File: config.mk
export PLATFORM = sky130hd
export DESIGN_NAME = word_window_reg
export DESIGN_NICKNAME = d
export VERILOG_FILES = /design/src/rtl/miner_pkg.sv /design/src/rtl/word_reg.sv /design/src/rtl/word_window_reg.sv
export SDC_FILE = /design/constraint.sdc
export NUM_CORES = 1
export LEC_CHECK = 0
export BUFFER_PORTS_ARGS = -buffer_cell sky130_fd_sc_hd__buf_2
export CAP_MARGIN = 0
export CORE_AREA = 2 2 433 435
export CTS_CLUSTER_SIZE = 30
export DETAILED_ROUTE_END_ITERATION = 6
export DIE_AREA = 0 0 435 437
export PLACE_DENSITY = 0.36
export SYNTH_ARGS = -nofsm -noshare
export SYNTH_HDL_FRONTEND = slang
export SYNTH_SLANG_ARGS = --single-unit
File: constraint.sdc
create_clock -name clk -period 3.55 [get_ports clk]
set_input_delay 0.8875 -clock clk [delete_from_list [all_inputs] [get_ports clk]]
set_output_delay 0.8875 -clock clk [all_outputs]
set_load 0.005 [all_outputs]
File: src/rtl/miner_pkg.sv
// Shared constants and helpers for the SHA-256 miner datapath.
// Latency: n/a (package). Backpressure: n/a.
// Contents: SHA word width, message-schedule window depth, 32-bit byte swap.
package miner_pkg;

  localparam int SHA_WORD_W    = 32;
  localparam int SHA_WIN_DEPTH = 16;

  // Reverse byte order of a 32-bit word (little-endian header -> SHA big-endian).
  function automatic logic [SHA_WORD_W-1:0] bswap_word(input logic [SHA_WORD_W-1:0] w);
    logic [SHA_WORD_W-1:0] r;
    r = '0;
    for (int b = 0; b < SHA_WORD_W/8; b++) begin
      r[b*8 +: 8] = w[(SHA_WORD_W/8-1-b)*8 +: 8];
    end
    return r;
  endfunction

endpackage

File: src/rtl/word_reg.sv
// Single WIDTH-bit register with enable and synchronous clear.
// Latency: 1 cycle from d to q. Backpressure: none; en=0 holds the value.
// Ports: clk, clr (sync, active-high, wins over en), en, d -> q.
module word_reg #(
  parameter int WIDTH = 32
) (
  input  logic             clk,
  input  logic             clr,
  input  logic             en,
  input  logic [WIDTH-1:0] d,
  output logic [WIDTH-1:0] q
);

  always_ff @(posedge clk) begin
    if (clr) begin
      q <= '0;
    end else if (en) begin
      q <= d;
    end
  end

endmodule

File: src/rtl/word_window_reg.sv
// Multi-word SHA-256 message window: parallel load, shift-in with oldest discard,
// indexed tap, fill count and drop flags. Latency: writes visible 1 cycle after
// the edge, rd_q/full combinational. Backpressure: none; en=0 freezes all state.
// Ports: clk, clr, en, load, load_data, shift, d, rd_idx -> rd_q, q_flat, count,
// full, drop, drop_sticky. Word 0 is the oldest; word i at bits [i*WIDTH +: WIDTH].
// Optional macro WORD_WINDOW_BYTESWAP_EN adds input swap: byte-reverses d and
// every load_data word before storing (WIDTH must be a multiple of 8).
module word_window_reg
  import miner_pkg::*;
#(
  parameter  int WIDTH = SHA_WORD_W,
  parameter  int DEPTH = SHA_WIN_DEPTH,
  localparam int IDX_W = $clog2(DEPTH),
  localparam int CNT_W = $clog2(DEPTH+1)
) (
  input  logic                   clk,
  input  logic                   clr,
  input  logic                   en,
  input  logic                   load,
  input  logic [WIDTH*DEPTH-1:0] load_data,
  input  logic                   shift,
  input  logic [WIDTH-1:0]       d,
`ifdef WORD_WINDOW_BYTESWAP_EN
  input  logic                   swap,
`endif
  input  logic [IDX_W-1:0]       rd_idx,
  output logic [WIDTH-1:0]       rd_q,
  output logic [WIDTH*DEPTH-1:0] q_flat,
  output logic [CNT_W-1:0]       count,
  output logic                   full,
  output logic                   drop,
  output logic                   drop_sticky
);

  if (DEPTH < 2) begin : g_depth_chk
    $error("word_window_reg: DEPTH must be 2 or more");
  end

`ifdef WORD_WINDOW_BYTESWAP_EN
  if (WIDTH % 8 != 0) begin : g_width_chk
    $error("word_window_reg: WIDTH must be a multiple of 8 for byte swap");
  end

  function automatic logic [WIDTH-1:0] fmt_word(input logic [WIDTH-1:0] w, input logic s);
    logic [WIDTH-1:0] r;
    r = w;
    if (s) begin
      if (WIDTH == SHA_WORD_W) begin
        r = WIDTH'(bswap_word(SHA_WORD_W'(w)));
      end else begin
        for (int b = 0; b < WIDTH/8; b++) begin
          r[b*8 +: 8] = w[(WIDTH/8-1-b)*8 +: 8];
        end
      end
    end
    return r;
  endfunction
`endif

  logic [WIDTH-1:0] words     [DEPTH];
  logic [WIDTH-1:0] word_next [DEPTH];
  logic [WIDTH-1:0] d_in;
  logic             word_en;

`ifdef WORD_WINDOW_BYTESWAP_EN
  assign d_in = fmt_word(d, swap);
`else
  assign d_in = d;
`endif

  // Load and shift both rewrite every word, so one shared enable suffices.
  assign word_en = en & (load | shift);

  for (genvar i = 0; i < DEPTH; i++) begin : g_word
    logic [WIDTH-1:0] ld_w;
    logic [WIDTH-1:0] sh_w;

`ifdef WORD_WINDOW_BYTESWAP_EN
    assign ld_w = fmt_word(load_data[i*WIDTH +: WIDTH], swap);
`else
    assign ld_w = load_data[i*WIDTH +: WIDTH];
`endif

    if (i == DEPTH-1) begin : g_tail
      assign sh_w = d_in;
    end else begin : g_body
      assign sh_w = words[i+1];
    end

    assign word_next[i] = load ? ld_w : sh_w;

    word_reg #(.WIDTH(WIDTH)) u_word (
      .clk (clk),
      .clr (clr),
      .en  (word_en),
      .d   (word_next[i]),
      .q   (words[i])
    );

    assign q_flat[i*WIDTH +: WIDTH] = words[i];
  end

  // Tap table padded to a power of two so out-of-range indices read zero.
  logic [WIDTH-1:0] tap [2**IDX_W];

  always_comb begin
    for (int k = 0; k < 2**IDX_W; k++) begin
      tap[k] = '0;
    end
    for (int k = 0; k < DEPTH; k++) begin
      tap[k] = words[k];
    end
  end

  assign rd_q = tap[rd_idx];
  assign full = (count == CNT_W'(DEPTH));

  always_ff @(posedge clk) begin
    if (clr) begin
      count       <= '0;
      drop        <= 1'b0;
      drop_sticky <= 1'b0;
    end else if (!en) begin
      drop <= 1'b0;
    end else if (load) begin
      count <= CNT_W'(DEPTH);
      drop  <= 1'b0;
    end else if (shift) begin
      if (full) begin
        // Oldest valid word falls off the end.
        drop        <= 1'b1;
        drop_sticky <= 1'b1;
      end else begin
        count <= count + 1'b1;
        drop  <= 1'b0;
      end
    end else begin
      drop <= 1'b0;
    end
  end

endmodule

; Word level (Yosys, flattened, before mapping)
; Index checks and enable logic that the tools add are counted.
[totals]
register_bits = 519
in_bits = 553
output_inout_bits = 552
elab_cells = 56
[op_classes]
addsub = 1
magnitude_cmp = 1
n_eq_ne = 2
mux = 23
bitwise = 6
reduce_logical = 4
[op_table]
columns = operator, count
row1 = 2-to-1 mux 32 bit, 18
row2 = binary-select mux 32 bit (select 4 bit), 1
row3 = 2-to-1 mux 5 bit, 3
row4 = "adder 5 x 1 -> 5 bit, second input constant", 1
row5 = "== test 5 bit, second input constant", 1
row6 = "greater-or-equal comparator 5 bit, second input constant", 1
row7 = inverter 4 -> 5 bit, 1
row8 = AND reduction 4 bit, 1
row9 = OR reduction 4 bit, 1
row10 = inverter 1 bit, 3
row11 = AND reduction 3 bit, 1
row12 = "!= test 2 bit, second input constant", 1
row13 = nonzero test 2 bit, 1
row14 = AND 1 bit, 1
row15 = 2-to-1 mux 1 bit, 1
row16 = bitwise OR 1 bit, 1

; Logic depth before layout (Yosys ltp)
[depth]
depth_word = 4
depth_mapped = 7

; Cells and area by module
; A second synthesis with hierarchy kept.
[unflattened]
hier_cells = 2529
area_unflattened_um2 = 28708.8
[modules_own_cells]
columns = module, instances, cells_each, area_per_inst_um2
row1 = word_reg, 16, 103, 1163.6
row2 = word_window_reg, 1, 881, 10090.9

; Least setup slack after synthesis
; No wires, ideal clock.
[synth_path]
path_kind = input to output
start = input rd_idx[0]
end = output rd_q[10]
t_arrival_ns = 2.045
path_slack_ns = 0.618
path_stages = 5
n_path_buf = 2
path_cell_list = buf_2 buf_4 mux4_2 a22oi_1 nand2_1
[synth_via]
elab_chain_len = 4
[synth_lines]
columns = item, line_no
row1 = "start, declared", word_window_reg.sv:26  ; input logic [IDX_W-1:0] rd_idx,
row2 = inverter 4 -> 5 bit (not written as such), word_window_reg.sv:115  ; assign rd_q = tap[rd_idx];
row3 = binary-select mux 32 bit (select 4 bit), word_window_reg.sv:115
row4 = 2-to-1 mux 32 bit (not written as such) (2 in a row), word_window_reg.sv:115
row5 = "end, declared", word_window_reg.sv:27  ; output logic [WIDTH-1:0] rd_q,
; Every way passes these cells. The select of a mux whose other input is x is not followed.

; Worst setup path in the final report
[layout_path]
start = input rd_idx[1]
end = output rd_q[1]
; The elaborated chain is that of the path after synthesis.

==> results.py <==
metrics = {
    "clock_network": {
        "postCtsHoldBufs": 0,
        "cts-root-buf": "clkbuf_16",
        "clk_pin_slew_ns": 0.05,
        "htree_levels": 3,
        "clockBufferDepth": 3,
        "clk_latency_ns": 0.68,
        "cts.sinks": 519,
        "post_cts_buffers": 0,
        "cts_buffers": 73,
        "cts_tree": "done",
    },
    "setup_path": {
        "crit_arrival_ns": 2.61,
        "slowest_stage": "mux4_2",
        "cpPeakStageDelay_ns": 0.56,
        "reg2reg_to": "count[0]",
        "cp-end-kind": "output pin",
        "cp_data_required_time_ns": 2.66,
        "r2r-start": "count[0]",
        "worstPathMaxFanout": 15,
        "crit_chain": "buf_8 -> buf_4 -> mux4_2 -> a22oi_1 -> nand2_1 -> buf_2",
        "reg2reg_depth": 5,
        "start_kind": "input port",
        "ff2ff_setup_slack_ns": 2.10,
        "path_class": "input port to output pin",
    },
    "floorplanning": {
        "io_pins": 1105,
        "die-area_um2": 190000,
        "std_cell_rows": 158,
        "start_util": 0.155,
        "core-area_um2": 185000,
        "die_w_um": 435,
        "die_h_um": 437,
    },
    "timing": {
        "rsz0062_at_grt": "false",
        "finalCriticalPeriod_ns": 3.50,
        "max_freq_mhz": 286,
        "finalMaxSlewViolations": 0,
        "max_slew_margin": 0.510,
        "hold_viol_final": 0,
        "setup_viol": 0,
        "setup_slack_ns": 0.0479,
        "fin_crit_sh": 0.987,
        "hold_ws_ns": 0.540,
        "fin_worst_skew_ns": 0.0212,
        "worst_slew_pin_slew_ns": 0.735,
    },
    "pwr": {
        "comb_power_share": 0.204,
        "p_sw_frac": 0.324,
        "power.switching_mw": 6.17,
        "leakage_nw": 17.7,
        "seqPwrFrac": 0.382,
        "p_int_mw": 12.9,
        "peakVddDrop_mv": 0.319,
        "power.density_nw_per_um2": 470,
        "clkPwrFrac": 0.414,
    },
    "routing": {
        "ant_nets": 0,
        "drc": 0,
        "routedWlPerCell_um": 29.2,
        "first_pass_iters": 5,
        "vias_per_cell": 4.32,
        "via_count": 27100,
        "drt_iter0_drc": 1940,
        "totalWireLength_um": 183000,
    },
    "cells_and_area": {
        "fin_area_um2": 40500,
        "syn_to_final_growth_pct": 41.6,
        "nFillCells": 20300,
        "drive_above_1_share": 0.522,
        "fin_cells": 6262,
        "fin_util": 0.219,
        "final_nets": 4264,
    },
    "global_routing": {
        "first_global_vias": 26500,
        "grt_pass1_wl_um": 242000,
        "antenna_found_initial": 91,
        "track_usage": 0.184,
        "grt_overflow": 0,
        "grt_max_degree": 87,
    },
    "synthesis": {
        "synth_flop_cell": "dfxtp_1",
        "ys_ff_latch": 519,
        "yosysWarningCount": 0,
        "synth-edff-count": 0,
        "async_flop_share": 0,
        "syn_area_um2": 28600,
        "syn_area_per_cell_um2": 11.0,
        "syn_inst": 2590,
        "synthDistinctLibCells": 33,
        "synth_nets": 3145,
        "yosysSeqAreaShare": 0.363,
    },
    "worst_hold_path": {
        "min_path_cells": 2,
        "hold_class": "flip-flop to flip-flop",
        "hold_path.startpoint": "g_word[8].u_word.q[31]",
        "whs_endpoint": "g_word[8].u_word.q[31]",
    },
    "job": {
        "maxCapViolations": 0,
    },
    "status": {
        "status": "finished, final reports clean",
    },
    "placement": {
        "place_congestion": 0.896,
        "dpl_cell_area_um2": 37900,
        "placed_cells": 6113,
        "place_ws_ns": -0.215,
        "port_buffers": 1104,
        "dp_hpwl_um": 149000,
    },
}
[sequential cells by signal, indices dropped and copies added, names as in the netlist]
| signal | flops |
|---|---|
| count | 5 |
| drop | 1 |
| drop_sticky | 1 |
| g_word.u_word.q | 512 |
[how the worst max path moves through the flow]
stage	start	end	slack, ns
finish	rd_idx[1]	rd_q[1]	0.05
detailed placement	rd_idx[0]	rd_q[24]	-0.22
global placement	rd_idx[0]	rd_q[24]	-0.16
CTS	rd_idx[0]	rd_q[24]	0.002
floorplan	rd_idx[0]	rd_q[10]	0.62
global route	rd_idx[1]	rd_q[28]	0.002
[layout by cell type, fill, tap and decap left out, types with 2 or more instances in the layout]
master / instances
clkbuf_1: 16
a22oi_2: 2
buf_8: 3
inv_1: 4
a22oi_1: 62
a211oi_2: 400
clkbuf_16: 77
a311oi_1: 2
ha_1: 2
inv_6: 3
dfxtp_1: 519
bufinv_16: 7
nor2_1: 514
clkbuf_8: 18
clkinv_2: 4
nand4_1: 2
a21o_1: 2
a31oi_1: 2
a21oi_1: 4
buf_12: 48
a211oi_1: 112
buf_2: 1100
nor2b_4: 2
diode_2: 21
buf_4: 165
nand2_1: 33
mux4_2: 128
mux2i_1: 512
[layout make-up]
class / instances / area (um^2) / area share
repair buffers: 1318 / 7800 / 0.193
inverters: 4 / 15.0 / 0.000371
diodes: 21 / 52.6 / 0.00130
well taps: 2480 / 3100 / 0.0766
clock inverters: 17 / 289 / 0.00713
multi-input cells: 1793 / 16600 / 0.411
flip-flops and latches: 519 / 10400 / 0.256
clock buffers: 110 / 2210 / 0.0545
[stage by stage]
| stage | TNS [ns] | total power, mW |
|---|---|---|
| 2_1_floorplan | 0 | 8.92 |
| 3_3_place_gp | -0.211 | 11.3 |
| 3_5_place_dp | -0.273 | 11.3 |
| 4_1_cts | 0 | 19.3 |
| 5_1_grt | 0 | 19.8 |
| 6_report | 0 | 19.0 |
[timing repair]
action / in CTS / in global routing
gates resized for setup: 6 / 0
setup endpoints to repair: 7 / 1
cloned: 0 / 1
[critical path, delay by kind of cell]
family / cells / cell delay [ns]
simple gates: 1 / 0.15
buf+inv: 3 / 0.59
mux: 1 / 0.56
compound gates: 1 / 0.41
[synth_stat cells, drive strengths merged (2+ instances only)]
cell      n  share of area
nor2b     2        0.00044
a22oi    64          0.017
nand2    34         0.0045
inv       4        0.00052
a211oi  512           0.20
mux2i   512           0.18
buf     197          0.046
a311oi    2        0.00061
dfxtp   519           0.36
nor2    515          0.068
a21oi     4        0.00070
mux4    128           0.10
clkbuf   77          0.010
nand4     2        0.00044
ha        2        0.00087
a31oi     2        0.00044
a21o      2        0.00052
[per-layer routing]
metal  part of all wire  track usage  vias to the layer above
met5            0.00083            0                        -
li1                   -            -                    12100
met4              0.025       0.0474                       22
met2               0.47        0.303                     1165
met3              0.062       0.0405                      232
met1               0.44        0.242                    13600
[power groups by stage]
stage                     Combinational [mW]  Sequential (mW)  Clock, mW
after floorplan                         2.12             6.81          0
after global placement                  3.88             7.44          0
after detailed placement                3.91             7.40          0
after CTS                               3.94             7.28       8.13
after global routing                    4.17             7.31       8.30
final                                   3.88             7.28       7.87
[cell families after synthesis]
family | after synthesis | synth area share
DFF | 519 | 0.363
adders and majority gates | 2 | 0.000874
muxes | 640 | 0.280
AOI/OAI and AO/OA | 591 | 0.225
and+or+nand+nor | 560 | 0.0747
buffers and inverters | 278 | 0.0566
Note: power is estimated with default switching activity, not from simulation.
